==> config.mk <==
export PLATFORM = sky130hd
export DESIGN_NAME = seq_step_tracker
export DESIGN_NICKNAME = d
export VERILOG_FILES = /design/src/rtl/seq_step_tracker.sv
export SDC_FILE = /design/constraint.sdc
export NUM_CORES = 1
export LEC_CHECK = 0
export ABC_AREA = 0
export ABC_CLOCK_PERIOD_IN_PS = 3400
export CAP_MARGIN = 20
export CORE_MARGIN = 8
export CORE_UTILIZATION = 45
export CTS_CLUSTER_DIAMETER = 120
export DETAILED_ROUTE_END_ITERATION = 8
export PLACE_DENSITY = 0.75
export SLEW_MARGIN = 10
export SYNTH_ARGS = -nofsm -noshare
export SYNTH_HDL_FRONTEND = slang
export SYNTH_SLANG_ARGS = --single-unit
==> constraint.sdc <==
create_clock -name clk -period 3.4 [get_ports clk]
set_input_delay 0.34 -clock clk [delete_from_list [all_inputs] [get_ports clk]]
set_output_delay 0.34 -clock clk [all_outputs]
set_load 0.02 [all_outputs]
==> src/rtl/seq_step_tracker.sv <==
// Programmable input-sequence tracker. It steps through a loaded table of
// {level, channel} entries and reports done, or an error with a code.
module seq_step_tracker #(
    parameter int NCH   = 2,
    parameter int DEPTH = 16,
    parameter int TMO_W = 16,
    localparam int CW   = (NCH > 1) ? $clog2(NCH) : 1,
    localparam int AW   = $clog2(DEPTH)
) (
    input  logic             clk,
    input  logic             reset,
    input  logic [NCH-1:0]   din,
    input  logic             start,
    input  logic             abort,
    input  logic             strict,
    input  logic [TMO_W-1:0] timeout,
    input  logic             prog_we,
    input  logic [AW-1:0]    prog_addr,
    input  logic [CW:0]      prog_data,
    input  logic [AW:0]      prog_len,
    output logic             busy,
    output logic             done,
    output logic             err,
    output logic [1:0]       err_code,
    output logic [AW-1:0]    step
);

    typedef enum logic [1:0] {
        S_IDLE,
        S_RUN,
        S_DONE,
        S_ERR
    } state_t;

    localparam logic [CW:0] NCH_V     = (CW+1)'(NCH);
    localparam logic [AW:0] DEPTH_V   = (AW+1)'(DEPTH);
    localparam logic [1:0]  CODE_NONE = 2'd0;
    localparam logic [1:0]  CODE_TMO  = 2'd1;
    localparam logic [1:0]  CODE_STR  = 2'd2;
    localparam logic [1:0]  CODE_PROG = 2'd3;

    state_t           r_state;
    logic [CW:0]      r_table [DEPTH];
    logic [NCH-1:0]   r_dinQ;
    logic [NCH-1:0]   r_dinQ2;
    logic [AW:0]      r_len;
    logic [TMO_W-1:0] r_cnt;
    logic             r_first;
    logic             r_busy;
    logic             r_done;
    logic             r_err;
    logic [1:0]       r_errCode;
    logic [AW-1:0]    r_step;

    logic [CW:0]      w_entry;
    logic [CW-1:0]    w_chan;
    logic [NCH-1:0]   w_chanMask;
    logic             w_level;
    logic             w_chanBad;
    logic             w_match;
    logic             w_strictViol;
    logic             w_timedOut;
    logic             w_lastStep;
    logic             w_progBad;
    logic             w_cntSat;

    assign busy     = r_busy;
    assign done     = r_done;
    assign err      = r_err;
    assign err_code = r_errCode;
    assign step     = r_step;

    // The table is frozen while a sequence is running.
    always_ff @(posedge clk or negedge reset) begin
        if (!reset) begin
            for (int i = 0; i < DEPTH; i++) begin
                r_table[i] <= '0;
            end
        end else if (prog_we && (r_state != S_RUN)) begin
            r_table[prog_addr] <= prog_data;
        end
    end

    assign w_entry = r_table[r_step];
    assign w_chan  = w_entry[CW-1:0];

    always_comb begin
        w_chanMask = '0;
        w_level    = 1'b0;
        for (int i = 0; i < NCH; i++) begin
            if (w_chan == CW'(i)) begin
                w_chanMask[i] = 1'b1;
                w_level       = r_dinQ[i];
            end
        end
    end

    // The awaited channel is masked out, so a wrong-level toggle on it only waits.
    assign w_chanBad    = ({1'b0, w_chan} >= NCH_V);
    assign w_match      = (w_level == w_entry[CW]);
    assign w_strictViol = strict && !r_first && (|((r_dinQ ^ r_dinQ2) & ~w_chanMask));
    assign w_timedOut   = (timeout != '0) && (r_cnt == (timeout - TMO_W'(1)));
    assign w_lastStep   = ({1'b0, r_step} == (r_len - (AW+1)'(1)));
    assign w_progBad    = (prog_len == '0) || (prog_len > DEPTH_V);
    assign w_cntSat     = &r_cnt;

    always_ff @(posedge clk or negedge reset) begin
        if (!reset) begin
            r_state   <= S_IDLE;
            r_dinQ    <= '0;
            r_dinQ2   <= '0;
            r_len     <= '0;
            r_cnt     <= '0;
            r_first   <= 1'b0;
            r_busy    <= 1'b0;
            r_done    <= 1'b0;
            r_err     <= 1'b0;
            r_errCode <= CODE_NONE;
            r_step    <= '0;
        end else begin
            r_dinQ  <= din;
            r_dinQ2 <= r_dinQ;
            if (abort) begin
                r_state   <= S_IDLE;
                r_cnt     <= '0;
                r_first   <= 1'b0;
                r_busy    <= 1'b0;
                r_done    <= 1'b0;
                r_err     <= 1'b0;
                r_errCode <= CODE_NONE;
                r_step    <= '0;
            end else begin
                case (r_state)
                    S_RUN: begin
                        r_first <= 1'b0;
                        if (w_chanBad) begin
                            r_state   <= S_ERR;
                            r_busy    <= 1'b0;
                            r_err     <= 1'b1;
                            r_errCode <= CODE_PROG;
                        end else if (w_match) begin
                            if (w_lastStep) begin
                                r_state <= S_DONE;
                                r_busy  <= 1'b0;
                                r_done  <= 1'b1;
                            end else begin
                                r_step <= r_step + AW'(1);
                                r_cnt  <= '0;
                            end
                        end else if (w_strictViol) begin
                            r_state   <= S_ERR;
                            r_busy    <= 1'b0;
                            r_err     <= 1'b1;
                            r_errCode <= CODE_STR;
                        end else if (w_timedOut) begin
                            r_state   <= S_ERR;
                            r_busy    <= 1'b0;
                            r_err     <= 1'b1;
                            r_errCode <= CODE_TMO;
                        end else if (!w_cntSat) begin
                            r_cnt <= r_cnt + TMO_W'(1);
                        end
                    end
                    default: begin
                        if (start) begin
                            if (w_progBad) begin
                                r_state   <= S_ERR;
                                r_busy    <= 1'b0;
                                r_done    <= 1'b0;
                                r_err     <= 1'b1;
                                r_errCode <= CODE_PROG;
                            end else begin
                                r_state   <= S_RUN;
                                r_len     <= prog_len;
                                r_step    <= '0;
                                r_cnt     <= '0;
                                r_first   <= 1'b1;
                                r_busy    <= 1'b1;
                                r_done    <= 1'b0;
                                r_err     <= 1'b0;
                                r_errCode <= CODE_NONE;
                            end
                        end
                    end
                endcase
            end
        end
    end

endmodule
==> flow_summary.ini <==
[cts]
cts_setup_buffers = 0
cts_num_sinks = 69
insertion_delay_ns = 0.35
cts.clk_slew.worst_paths_ns = 0.08
clockBufferDepth = 2
htree_levels = 3
cts_root_buf = clkbuf_8
numCtsBuffers = 9
cts_tree = done

[sta]
slew_violations = 0
timing.fmax_ghz = 0.3078
post-route-period-util_pct = 95.56
final-hold-violation-count = 0
setup_violations = 0
worstMarginPinSlew_ns = 0.6020
slew_headroom_pct = 59.49
fin_crit_ns = 3.249
skew_ns = 0.01282
timing.setup.tns_ns = 0

[placed_design]
gp_congestion = 0.8328
hpwl_um = 7979
portBuffers = 43
placed_area_um2 = 5017

[global_route]
antenna_found_initial = 0
grt_remaining_overflow = 0
grt_start_max_net_pins = 30
grt_pass1_wl_um = 17080
first_global_vias = 3514
grtUsageTotal_pct = 16.24

[flow_run]
drv_cap = 0

[cells_and_area]
final.fill_count = 814
diodes = 0
drive_gt1_share_pct = 19.88
area_growth_pct = 22.43
nNetsFinal = 532
design_area_um2 = 5251

[synth]
ys_types = 60
ys_seq_area_share_pct = 40.26
synth_top_area_share_pct = 40.26
syn-cell-area_um2 = 4289
synth_common_cells = dfrtp_1, mux2_2, nor2_1
ys_ff_latch = 69
async_reset_ff_share_pct = 100.0
synthFlopType = dfrtp_1
synth_edf_count = 0
synth_top_area_cell = dfrtp_1
syn-instance-count = 428
yosysMostFrequentCell = dfrtp_1
yosys_warnings = 0
synth_fp_nets = 467
synth_area_leaders = dfrtp_1, mux2_2, xnor2_1
synth.avg_cell_area_um2 = 10.02

[setup_path]
cp_max_fo = 4
critical_path_arrival_ns = 3.48
startpoint_type = primary input
worstPathRequired_ns = 3.64
end_kind = register
crit_type = primary input to register

[routing]
drtIter0Drc = 174
ant_nets = 0
dr.pass1.iters = 5
drcViolationCount = 0
drt_wl_total_um = 10270
wl_per_cell_um = 16.38
vias_per_cell = 5.742
vias = 3600

[floorplanning]
core-area_um2 = 9240
io_pins = 44
die_w_um = 113.6
dieArea_um2 = 12910
die_y_um = 113.6
start_util_pct = 46.42
num_rows = 35

[outcome]
status = finished clean

[pwr]
ir_drop_mv = 0.2953
cellLeakagePower_nw = 2.126
p_per_area_nw_per_um2 = 576.0

[min_path]
holdCritPathClass = primary input to register
cells by family (layout without fill, tap and decap cells):
kind of cell | after synthesis | in the layout | share of synthesized area (%)
AO/OA/AOI/OAI | 86 | 86 | 13.71
XOR/XNOR | 33 | 33 | 6.738
AND/OR/NAND/NOR | 149 | 149 | 19.14
flip-flops | 69 | 69 | 40.26
buffers and inverters | 30 | 100 | 3.238
adder cells (fa/ha/maj) | 4 | 4 | 1.167
multiplexers | 57 | 57 | 15.75
per-stage QoR:
stage	utilization (%)	cells	setup WS [ns]	power (W)	hold slack (ns)
2_1_floorplan	-	428	0.2607	0.001957	0.04441
6_report	56.83	627	0.1509	0.003025	0.4257
4_1_cts	56.64	627	0.1075	0.003040	0.4164
3_3_place_gp	54.30	610	-0.1663	0.002287	0.3167
5_1_grt	56.83	627	-0.03437	0.003220	0.4197
3_5_place_dp	54.30	610	-0.2343	0.002343	0.3208
flip-flops by register name (all words and copies together), names as in the netlist:
signal / cells
r_state: 2
r_table: 32
r_first: 1
err_code: 2
r_len: 5
r_dinQ2: 2
busy: 1
done: 1
r_cnt: 16
r_dinQ: 2
err: 1
step: 4
metal layers:
| metal | global-route usage, % | share of wire [%] |
|---|---|---|
| met2 | 27.42 | 49 |
| met3 | 3.117 | 4.0 |
| met4 | 5.062 | 1.2 |
| met5 | 0 | 0 |
| met1 | 20.48 | 45 |
path summary, 6_finish.rpt:
path | slack [ns] | start | cells past startpoint | endpoint
max reg2reg | 0.23 | step[0]$_DFFE_PN0P_ | 10 | r_cnt[13]$_DFFE_PN0P_
min reg2reg | 0.48 | busy$_DFFE_PN0P_ | 2 | busy$_DFFE_PN0P_
max in group asynchronous | 2.17 | reset | 3 | r_cnt[1]$_DFFE_PN0P_
min | 0.43 | din[1] | 1 | r_dinQ[1]$_DFF_PN0_
max | 0.15 | timeout[1] | 11 | r_cnt[0]$_DFFE_PN0P_
min in group asynchronous | 0.47 | reset | 2 | r_table[5]$_DFFE_PN0P_
area by class of cell:
type                       count  area (µm²)  share of cell area [%]
inverter                      12       45.04                  0.8578
clock inverter                 7       82.58                   1.573
multi-input combinational    329        2441                   46.49
timing repair buffer          72       670.6                   12.77
clock buffer                   9       123.9                   2.359
sequential                    69        1727                   32.88
tap                          129       161.4                   3.074
cell usage in the layout, fill, tap and decap left out, drive strengths merged, types with 6 or more instances in the layout:
master,synthesis,layout
and3,8,8
nor3,16,16
xnor2,23,23
nor2,28,28
mux2i,12,12
buf,9,29
inv,12,15
nand3,15,15
a21oi,17,17
nand4b,6,6
nand3b,6,6
dfrtp,69,69
or4,6,6
nor4,6,6
o21ai,23,23
clkdlybuf4s50,0,42
xor2,10,10
nand2b,10,10
or3,15,15
nand4,6,6
o31ai,10,10
clkbuf,9,9
nand2,18,18
mux2,41,41
worst max-delay path, cell delays in order:
cell             delay (ns)
clkdlybuf4s50_1        0.42
buf_4                  0.15
or4_1                  0.56
nor3_2                 0.19
nand3_1                0.11
a2111oi_1              0.53
nand4_1                0.22
o31ai_4                0.29
o211a_4                0.23
or2_1                  0.14
mux2_4                 0.30
what timing repair did:
item                                    4_1_cts  5_1_grt
endpoints found under the hold margin        18        0
hold buffers                                  1        0
endpoints found under the setup margin        0       14
gates resized for setup                       0        4
power breakdown:
part | total (W) | leakage (nW) | switching, W | internal, W
registers | 0.00119 | 0.887 | 0.000146 | 0.00105
logic | 0.00114 | 1.14 | 0.000567 | 0.000569
clock network | 0.000694 | 0.104 | 0.000343 | 0.000351
total | 0.00302 | 2.13 | 0.00106 | 0.00197
Power figures use the tool's default switching activity.
